==> config.mk <==
export PLATFORM = sky130hd
export DESIGN_NAME = axis_video_tpg
export DESIGN_NICKNAME = d
export VERILOG_FILES = /design/src/rtl/axis_video_tpg.sv
export SDC_FILE = /design/constraint.sdc
export NUM_CORES = 1
export LEC_CHECK = 0
export BUFFER_PORTS_ARGS = -buffer_cell sky130_fd_sc_hd__buf_2
export CORE_AREA = 10 10 76 78
export DETAILED_ROUTE_END_ITERATION = 16
export DIE_AREA = 0 0 86 88
export PLACE_DENSITY_LB_ADDON = 0.12
export SETUP_SLACK_MARGIN = 0.1
export SLEW_MARGIN = 20
export SYNTH_ARGS = -nofsm -noshare
export SYNTH_HDL_FRONTEND = slang
export SYNTH_SLANG_ARGS = --single-unit
==> constraint.sdc <==
create_clock -name i_clk -period 2.4 [get_ports i_clk]
set_input_delay 0.12 -clock i_clk [delete_from_list [all_inputs] [get_ports i_clk]]
set_output_delay 0.12 -clock i_clk [all_outputs]
set_load 0.005 [all_outputs]
==> src/rtl/axis_video_tpg.sv <==
`default_nettype none
// ============================================================================
// axis_video_tpg : AXI4-Stream video test pattern generator (solid/ramp/bars/checker)
// Optional macro AXIS_TPG_MOTION_EN animates ramp and colour bars per frame.
// Revision: 1.0
// ============================================================================
module axis_video_tpg #(
  parameter int C_s_DATA_WIDTH       = 8,
  parameter int C_m_AXIS_TDATA_WIDTH = 32,
  parameter int H_ACTIVE             = 640,
  parameter int V_ACTIVE             = 480
) (
  input  logic                            i_clk,
  input  logic                            i_rst,
  input  logic                            i_enable,
  input  logic [1:0]                      i_pattern,
  output logic [C_m_AXIS_TDATA_WIDTH-1:0] o_m_axis_video_tdata,
  output logic                            o_m_axis_video_tvalid,
  input  logic                            i_m_axis_video_tready,
  output logic                            o_m_axis_video_tlast,
  output logic                            o_m_axis_video_tuser,
  output logic                            o_frame_done
);

  localparam int W     = C_s_DATA_WIDTH;
  localparam int NCOMP = C_m_AXIS_TDATA_WIDTH / W;
  // Counters carry spare high bits so x[3] and y[3] exist for the smallest frames.
  localparam int XW    = $clog2(H_ACTIVE) + 2;
  localparam int YW    = $clog2(V_ACTIVE) + 4;
  localparam int BAR_W = H_ACTIVE / 8;
  localparam int BCW   = $clog2(BAR_W) + 1;

  localparam logic [XW-1:0]  X_LAST   = XW'(H_ACTIVE - 1);
  localparam logic [YW-1:0]  Y_LAST   = YW'(V_ACTIVE - 1);
  localparam logic [BCW-1:0] BC_LAST  = BCW'(BAR_W - 1);
  localparam logic [W-1:0]   COMP_ONE = '1;
  localparam logic [W-1:0]   COMP_MID = {1'b1, {(W-1){1'b0}}};

  typedef enum logic [0:0] {
    IDLE   = 1'b0,
    ACTIVE = 1'b1
  } state_t;

  state_t         state, state_nxt;
  logic [XW-1:0]  x, x_nxt;
  logic [YW-1:0]  y, y_nxt;
  logic [BCW-1:0] bar_cnt, bar_cnt_nxt;
  logic [2:0]     bar, bar_nxt;
  logic [1:0]     pattern, pattern_nxt;
  logic           done_q, done_nxt;
  logic           at_eol, at_eof;

  always_ff @(posedge i_clk) begin
    if (i_rst) begin
      state   <= IDLE;
      x       <= '0;
      y       <= '0;
      bar_cnt <= '0;
      bar     <= '0;
      pattern <= '0;
      done_q  <= 1'b0;
    end else begin
      state   <= state_nxt;
      x       <= x_nxt;
      y       <= y_nxt;
      bar_cnt <= bar_cnt_nxt;
      bar     <= bar_nxt;
      pattern <= pattern_nxt;
      done_q  <= done_nxt;
    end
  end

  assign at_eol = (x == X_LAST);
  assign at_eof = at_eol && (y == Y_LAST);

  always_comb begin
    state_nxt   = state;
    x_nxt       = x;
    y_nxt       = y;
    bar_cnt_nxt = bar_cnt;
    bar_nxt     = bar;
    pattern_nxt = pattern;
    done_nxt    = 1'b0;
    case (state)
      IDLE: begin
        if (i_enable) begin
          state_nxt   = ACTIVE;
          pattern_nxt = i_pattern;
          x_nxt       = '0;
          y_nxt       = '0;
          bar_cnt_nxt = '0;
          bar_nxt     = '0;
        end
      end
      ACTIVE: begin
        if (i_m_axis_video_tready) begin
          if (at_eol) begin
            x_nxt       = '0;
            bar_cnt_nxt = '0;
            bar_nxt     = '0;
            if (at_eof) begin
              y_nxt    = '0;
              done_nxt = 1'b1;
              // Back-to-back frames resample the pattern; otherwise drop to idle.
              if (i_enable) begin
                pattern_nxt = i_pattern;
              end else begin
                state_nxt = IDLE;
              end
            end else begin
              y_nxt = y + 1'b1;
            end
          end else begin
            x_nxt = x + 1'b1;
            if (bar_cnt == BC_LAST) begin
              bar_cnt_nxt = '0;
              bar_nxt     = bar + 1'b1;
            end else begin
              bar_cnt_nxt = bar_cnt + 1'b1;
            end
          end
        end
      end
    endcase
  end

  logic [W-1:0] ramp_off;
  logic [2:0]   bar_off;

`ifdef AXIS_TPG_MOTION_EN
  logic [7:0] frame_cnt;

  // Advances on the edge that raises frame_done so the next frame already sees the new count.
  always_ff @(posedge i_clk) begin
    if (i_rst) begin
      frame_cnt <= '0;
    end else if (done_nxt) begin
      frame_cnt <= frame_cnt + 1'b1;
    end
  end

  assign ramp_off = W'(frame_cnt);
  assign bar_off  = frame_cnt[2:0];
`else
  assign ramp_off = '0;
  assign bar_off  = '0;
`endif

  logic [W-1:0] comp_r, comp_g, comp_b, ramp;
  logic [2:0]   bar_idx;

  always_comb begin
    comp_r  = '0;
    comp_g  = '0;
    comp_b  = '0;
    ramp    = W'(x) + ramp_off;
    bar_idx = bar + bar_off;
    case (pattern)
      2'd0: begin
        comp_r = COMP_MID;
        comp_g = COMP_MID;
        comp_b = COMP_MID;
      end
      2'd1: begin
        comp_r = ramp;
        comp_g = ramp;
        comp_b = ramp;
      end
      2'd2: begin
        // Bar order white..black maps onto the inverted bits of the index.
        comp_r = bar_idx[1] ? '0 : COMP_ONE;
        comp_g = bar_idx[2] ? '0 : COMP_ONE;
        comp_b = bar_idx[0] ? '0 : COMP_ONE;
      end
      default: begin
        if (x[3] ^ y[3]) begin
          comp_r = COMP_ONE;
          comp_g = COMP_ONE;
          comp_b = COMP_ONE;
        end
      end
    endcase
  end

  logic [C_m_AXIS_TDATA_WIDTH-1:0] pixel;

  for (genvar k = 0; k < NCOMP; k++) begin : g_comp
    if (k == 0) begin : g_red
      assign pixel[k*W +: W] = comp_r;
    end else if (k == 1) begin : g_green
      assign pixel[k*W +: W] = comp_g;
    end else if (k == 2) begin : g_blue
      assign pixel[k*W +: W] = comp_b;
    end else begin : g_zero
      assign pixel[k*W +: W] = '0;
    end
  end

  logic active;
  assign active = (state == ACTIVE);

  assign o_m_axis_video_tvalid = active;
  assign o_m_axis_video_tdata  = active ? pixel : '0;
  assign o_m_axis_video_tlast  = active && at_eol;
  assign o_m_axis_video_tuser  = active && (x == '0) && (y == '0);
  assign o_frame_done          = done_q;

endmodule
`default_nettype wire

; ---- After elaboration in Yosys (flattened, before gate mapping)
; Index checks and enable logic that the tools add are counted.
[totals]
out_inout_bits = 36
ff_bits = 40
in_bits = 6
elab_cells = 75
[op_classes]
n_mux = 38
add_sub_neg = 4
eq_ne = 10
n_bitwise = 4
n_reduce_logical = 12
[ops]
columns = op, n
row1 = case mux 8 bit (3 select lines), 3
row2 = 2-to-1 mux 8 bit, 8
row3 = 2-to-1 mux 13 bit, 4
row4 = 2-to-1 mux 12 bit, 3
row5 = case mux 13 bit (2 select lines), 1
row6 = 2-to-1 mux 24 bit, 1
row7 = case mux 12 bit (2 select lines), 1
row8 = case mux 8 bit (2 select lines), 1
row9 = "adder 13 x 1 -> 13 bit, second input constant", 1
row10 = "== test 13 x 9 -> 1 bit, second input constant", 1
row11 = zero test 13 bit, 1
row12 = "adder 12 x 1 -> 12 bit, second input constant", 1
row13 = "== test 12 x 10 -> 1 bit, second input constant", 1
row14 = zero test 12 bit, 1
row15 = 2-to-1 mux 3 bit, 4
row16 = AND reduction 3 bit, 3
row17 = "adder 8 x 1 -> 8 bit, second input constant", 1
row18 = "== test 8 x 7 -> 1 bit, second input constant", 1
row19 = 2-to-1 mux 2 bit, 4
row20 = case mux 3 bit (2 select lines), 1
row21 = 2-to-1 mux 1 bit, 5
row22 = logical AND 1 bit, 4
row23 = "!= test 2 x 1 -> 1 bit, second input constant", 2
row24 = "!= test 2 bit, second input constant", 2
row25 = 11 further kinds, 13

; ---- Depth between registers and ports, before layout
; Gate-level depths: netlist (run 1).
[logic_depth]
depth_word = 6
depth_mapped = 7
depth_no_buf = 6

; ---- Least setup slack after synthesis (run 1)
; No wires, ideal clock.
[synth_timing]
path_type = reg-to-reg
start = register y[9]
end = register pattern[0]
required_time_ns = 2.278
synth_period_minus_slack_ns = 1.969
t_arrival_ns = 1.847
path_buffers = 0
stages_incl_launch_ff = 6
setup_slack_ns = 0.431
cell_sequence = dfxtp_1 > or4_4 > nor4_4 > a311oi_1 > a41o_1 > a311o_1
[synth_via]
elab_chain_len = 4
[synth_lines]
columns = item, line
row1 = from (decl), 46  ; logic [YW-1:0] y, y_nxt;
row2 = from (signal assigned), 65  ; y <= y_nxt;
row3 = == test 13 x 9 -> 1 bit, 74  ; assign at_eof = at_eol && (y == Y_LAST);
row4 = logical AND 1 bit, 74
row5 = != test 2 x 1 -> 1 bit (no line), --
row6 = AND reduction 3 bit (no line), --
row7 = to (signal assigned), 68  ; pattern <= pattern_nxt;
row8 = to (decl), 49  ; logic [1:0] pattern, pattern_nxt;
; Every way passes these cells.
; A chain may end at the register's enable or synchronous reset.

; ---- Final worst setup path (run 1)
[layout_timing]
start = register x[7]
end = register pattern[0]
[layout_via]
elab_chain_len = 4
elab_cells_between_ends = 5
classes_between = 3 x eq/ne / 2 x reduce/logical
[layout_lines]
columns = item, line
row1 = from (decl), 45  ; logic [XW-1:0] x, x_nxt;
row2 = from (signal assigned), 64  ; x <= x_nxt;
row3 = == test 12 x 10 -> 1 bit *, 73  ; assign at_eol = (x == X_LAST);
row4 = logical AND 1 bit, 74
row5 = != test 2 x 1 -> 1 bit (no line), --
row6 = AND reduction 3 bit (no line) *, --
; Mark *: on every way between the ends. The rest lies on a longest branch, timed or not.

==> results of run 1 <==
worst min-delay path by stage:
stage / endpoint / slack [ns] / cells past startpoint
floorplan: o_frame_done / 0.28 / 2
global placement: pattern[1] / 0.40 / 3
detailed placement: pattern[1] / 0.41 / 3
CTS: pattern[1] / 0.10 / 3
global route: o_frame_done / 0.16 / 3
finish: pattern[1] / 0.10 / 3
layout make-up:
class	count	area (sq um)
inverters	14	52.6
well taps	52	65.1
multi-input cells	233	1370
clock buffers	5	68.8
flip-flops and latches	40	801
repair buffers	36	188
fillers	414	1750
cells by family (layout without fill, tap and decap cells):
group / count (synthesis) / after routing / share of synthesized area, %
and+or+nand+nor: 133 / 133 / 29.5
AOI/OAI and AO/OA: 60 / 60 / 15.4
DFF: 40 / 40 / 34.7
buffers and inverters: 32 / 55 / 6.94
xor gates and xnor gates: 24 / 24 / 9.11
adders and majority gates: 6 / 6 / 3.25
muxes: 2 / 2 / 0.922
other: 1 / 8 / 0.163
routing by layer:
metal	track usage [%]	share of wire [%]
met1	19.2	43
met2	25.2	50
met3	4.46	6.0
met4	4.94	1.1
met5	0	0
placed cells by master, fill, tap and decap left out, drive strengths merged:
master and n:
nand4 10, or2 1, nor2b 2, clkbuf 5, and2 3, a31oi 2, mux2i 1, nor3b 1
a311o 1, o21a 1, nor3 6, buf 36, and3 3, or3 1, a2bb2oi 1, or4 6
o31ai 1, clkinv 1, nor4 8, nor4b 3, a211oi 1, nand3 19, a311oi 1, o21ai 8
and4 3, a41o 2, nor2 32, o2bb2ai 1, inv 13, xor2 18, a21oi 37, o311ai 2
a41oi 1, conb 8, mux2 1, nand2 35, xnor2 6, a21o 1, dfxtp 40, ha 6
metrics by stage:
stage          power, mW  cells  hold WS (ns)  instance area, sq um
2_1_floorplan      0.803    305         0.278                  2330
3_3_place_gp       0.847    375         0.399                  2480
3_5_place_dp       0.848    375         0.410                  2480
4_1_cts             1.25    380         0.105                  2550
5_1_grt             1.29    380         0.160                  2550
6_report            1.23    380         0.101                  2550
worst register-to-register path, stage by stage, from the launching register on:
cell and delay, ns:
dfxtp_1 0.36, or4_4 0.56, nor3_1 0.38, a311oi_1 0.16, a41o_1 0.22, a311o_1 0.30
report_power, final:
group	switching (mW)	total (mW)	internal (mW)	leakage [nW]
combinational	0.0952	0.145	0.0497	0.611
clock	0.213	0.400	0.187	0.0359
sequential	0.0159	0.689	0.673	0.323
sequential cells by signal, indices dropped and copies added (netlist names):
register and count:
o_m_axis_video_tvalid 1, y 13, pattern 2, bar 3, o_frame_done 1, bar_cnt 8, x 12
==> key figures, run 1 <==
Outcome
  – Status: completed

Die
  – Site row count: 24
  – Core area: 4290 sq um
  – Die Y: 88 um
  – Num ports: 42
  – DIE AREA: 7570 sq um
  – Initial Utilization: a little over half
  – Die width: 86 um

Setup path
  – CP Max Fanout: 6
  – Worst Path Arrival: 2.27 ns
  – Beginning of the critical path: x[7]
  – R2R Setup Slk: 0.32 ns
  – FF-to-FF End: pattern[0]
  – Crit Path Category: reg -> reg
  – Reg2reg start: x[7]
  – Worst EP required: 2.58 ns
  – Worst r2r path cells: 5
  – Crit-path max cell delay: 0.56 ns
  – Crit path to: pattern[0]
  – Buf/Inv on CP: 0
  – Slowest stage cell, crit path: or4_4
  – Critical Path Stages: 5
  – Cell Chain, Critical Path: or4_4, nor3_1, a311oi_1, a41o_1, a311o_1
  – Critical Path End Type: flip-flop
  – Critical path startpoint category: flip-flop
  – Crit path max-delay family: simple AND/OR/NAND/NOR gates

GRT
  – Tot GR Track Use: 15.5%
  – Vias in the first global route: 2,006
  – GRT overflow: 0
  – Global-route wire length before repair: 9650 um
  – Largest net degree at the start of global routing: 22
  – Initial antenna violation count: 0

Pwr
  – Leak Pwr: 0.970 nW
  – Pwr Density: between 400 and 500 nW/um^2
  – Worst vdd ir: around 0.37 mV

Timing
  – Unrepaired setup endpoints after global routing: no
  – Normalized max-slew margin: 48.5%
  – Setup TNS: 0 ns
  – Minimum clock period: ~2.1 ns
  – Fin crit share: approximately 87%
  – Worst slew pin tran: between 0.7 and 0.8 ns
  – Fin Clk Skew: 0.00773 ns
  – Final setup viols: 0
  – Count of final max-slew check failures: 0
  – Final Hold Violating Endpoints: 0
  – Worst setup margin: 0.318 ns
  – F_max: 480 MHz

Clocking
  – CTS H-tree depth: 2
  – Clock insertion delay at the later pin of the skew report: 0.29 ns
  – CTS Sinks: 40
  – # Post-CTS Setup Buffers: 0
  – TritonCTS clock tree: done
  – CTS buffer count: 5
  – Root Driver: clkbuf_8
  – Cts hold-fix bufs: 0
  – PostCTS Resize Cnt: 0
  – Worst-path clk slew: 0.07 ns
  – CTS max path bufs: 2

Place
  – Port Buffers: 33
  – Worst slack at placement: 0.343 ns
  – Routability-driven placement congestion ratio: between 0.8 and 0.9
  – Dpl hpwl: ~4400 um

Layout
  – Antenna cells: 0
  – Fin util: between 50% and 60%
  – Final nets: 342
  – Area growth, synth to finish: 10.4%
  – Share of cells above drive strength 1: 14.9%

Synth
  – Area leader, netlist: dfxtp_1
  – Most common cell in the netlist: dfxtp_1
  – Post-synth top flop: dfxtp_1
  – Synth Register Bits: 40
  – YS warnings: 0
  – Mapped Area: ~2300 sq um
  – Top post-synthesis cells by area: dfxtp_1, a21oi_1, xor2_1
  – Area fraction of the dominant cell type after synthesis: 34.7%
  – Top cells by count, synth: dfxtp_1, a21oi_1, nand2_1
  – Ys async rst share: 0%
  – Post-synthesis sequential area ratio: between 30% and 40%
  – Number of synthesized flops with an enable pin: 0
  – Synth Area per Inst: 7.74 sq um
  – Syn Inst Count: 298
  – Count of cell types in the netlist: 47

Route
  – Routed len/inst: between 15 and 20 um
  – Router iterations before antenna repair: 4
  – Post-DRT Antenna Nets: 0
  – Vias/cell: 5.71
  – Drt first-iter violations: 104
  – Total vias in the final route: 2,171
  – Final WL: around 5800 um
  – DRC: 0

Min path
  – Min-delay src: i_pattern[1]
  – Worst min path class: in -> reg

Job
  – Max_cap viols: 0
Power figures use the tool's default switching activity.
==> run 2, diff against run 1 <==
Settings changed: PLACE_DENSITY set to 0.77, PLACE_DENSITY_LB_ADDON 0.12 to unset.
==> run 2 against run 1 <==
Clock power rose by 5.5%. Count of clock-buffer cells in the layout did not move. Critical path type unchanged. Worst setup slack got worse by 0.025 ns. Largest power group unchanged.
==> key figures, run 2 (synthesis results as in run 1) <==
Layout
  – Max reg flops: 13
  – Share of cells above drive strength 1: 15.8%
  – Area growth, synth to finish: 11.1%
  – Commonest non-fill, non-tap cell in the layout: dfxtp_1
  – Most frequent cells in the layout: dfxtp_1, a21oi_1, nand2_1
  – Fin area: ~2600 sq um
  – Top Registers: y x13, x x12, bar_cnt x8
  – Antenna cells: 0
  – Final nets: 342
  – Largest reg by FF count: y

Setup path
  – Worst Path Arrival: 2.28 ns
  – Crit path max-delay family: simple AND/OR/NAND/NOR gates
  – Crit Path Category: reg -> reg
  – Slowest stage cell, crit path: or4_4
  – CP Max Fanout: 6
  – Cell Chain, Critical Path: or4_4, nor4_4, a311oi_1, a41o_1, a311o_1
  – Buf/Inv on CP: 0
  – Critical path startpoint category: flip-flop
  – Worst EP required: about 2.6 ns
  – Crit-path max cell delay: 0.57 ns
  – Critical Path End Type: flip-flop

Place
  – Placed Area: 2480 sq um
  – Port Buffers: 33
  – Routability-driven placement congestion ratio: around 0.83
  – Dpl hpwl: 4240 um

Timing
  – Normalized max-slew margin: 49.9%
  – Fin crit share: 87.8%
  – Minimum clock period: 2.11 ns
  – F_max: 475 MHz
  – Final Hold Violating Endpoints: 0
  – Final setup viols: 0
  – Fin Clk Skew: around 0.013 ns
  – Count of final max-slew check failures: 0
  – Worst slew pin tran: 0.742 ns
  – Hold WS: 0.106 ns
  – Setup TNS: 0 ns
  – Unrepaired setup endpoints after global routing: no

Die
  – DIE AREA: around 7600 sq um
  – Initial Utilization: 53.7%
  – Die width: ~86 um
  – Site row count: 24
  – Num ports: 42
  – Die Y: 88 um
  – Core area: 4290 sq um

Min path
  – Worst min path class: in -> reg

Route
  – DRC: 0
  – Vias/cell: 5.79
  – Total vias in the final route: 2,210
  – Router iterations before antenna repair: 4
  – Post-DRT Antenna Nets: 0
  – Final WL: ~5500 um
  – Drt first-iter violations: approximately 180
  – Routed len/inst: 14.4 um

Clocking
  – # Post-CTS Setup Buffers: 0
  – CTS buffer count: 5
  – Root Driver: clkbuf_8
  – Worst-path clk slew: 0.08 ns
  – CTS Sinks: 40
  – Clock insertion delay at the later pin of the skew report: 0.29 ns
  – TritonCTS clock tree: done
  – CTS H-tree depth: 2
  – CTS max path bufs: 2

Pwr
  – Pwr Density: 489 nW/um^2
  – Total design power: 1.25 mW
  – Worst vdd ir: 0.320 mV
  – Leak Pwr: 0.974 nW

GRT
  – Global-route wire length before repair: 9280 um
  – Tot GR Track Use: between 10% and 20%
  – GRT overflow: 0
  – Largest net degree at the start of global routing: 22
  – Vias in the first global route: 2,023
  – Initial antenna violation count: 0

Job
  – Max_cap viols: 0

Outcome
  – Status: completed
[run 2: cell count changes in the layout (fill, tap and decap cells not counted)]
| cell | previous run | this run |
|---|---|---|
| nand2_1 | 35 | 34 |
| clkinv_2 | 0 | 1 |
| nand2_2 | 0 | 1 |
| clkinvlp_4 | 0 | 1 |
[run 2: area by class of cell]
type | count | area [sq um]
clock buffers | 5 | 68.8
multi-input cells | 233 | 1380
well taps | 52 | 65.1
repair buffers | 36 | 188
flip-flops and latches | 40 | 801
fillers | 418 | 1730
clock inverters | 2 | 12.5
inverters | 14 | 52.6
[run 2: path summary, 6_finish.rpt]
path                     start    endpoint  slack [ns]  cells after the start
setup / recovery          y[9]  pattern[0]        0.29                      5
hold reg to reg           y[0]        y[0]        0.49                      2
setup reg to reg          y[9]  pattern[0]        0.29                      5
hold / removal    i_pattern[1]  pattern[1]        0.11                      3
[run 2: what timing repair did]
action                                  in CTS  in global routing
resized for setup                            0                  1
endpoints found under the setup margin       0                  1
hold buffers                                 0                  0
endpoints found under the hold margin        0                  0
[run 2: metal layers]
layer  global-route usage (%)  routed length (um)  vias up  share of wire (%)
li1                         -                   -     1103                  -
met1                     17.4                2420     1040                 44
met2                     24.1                2680       57                 49
met3                     3.99                 320       10                5.8
met4                     5.09                  87        0                1.6
met5                        0                   0        -                  0
[run 2: tightest hold or removal path, delay by kind of cell]
kind / cells / cell delay [ns]
AND/OR/NAND/NOR: 1 / 0.06
AO/OA/AOI/OAI: 1 / 0.09
buffers and inverters: 1 / 0.09
[run 2: report_power, final]
group / internal, mW / switching, mW / total [mW]
Clock: 0.197 / 0.225 / 0.422
Combinational: 0.0500 / 0.0924 / 0.142
Sequential: 0.673 / 0.0161 / 0.689
[run 2: per-stage QoR]
stage / instances / utilization, % / setup WS (ns)
finish: 382 / 59.7 / 0.293
global route: 382 / 59.7 / 0.148
CTS: 382 / 59.6 / 0.297
detailed placement: 375 / 57.7 / 0.321
global placement: 375 / 57.7 / 0.373
floorplan: 305 / - / 0.431
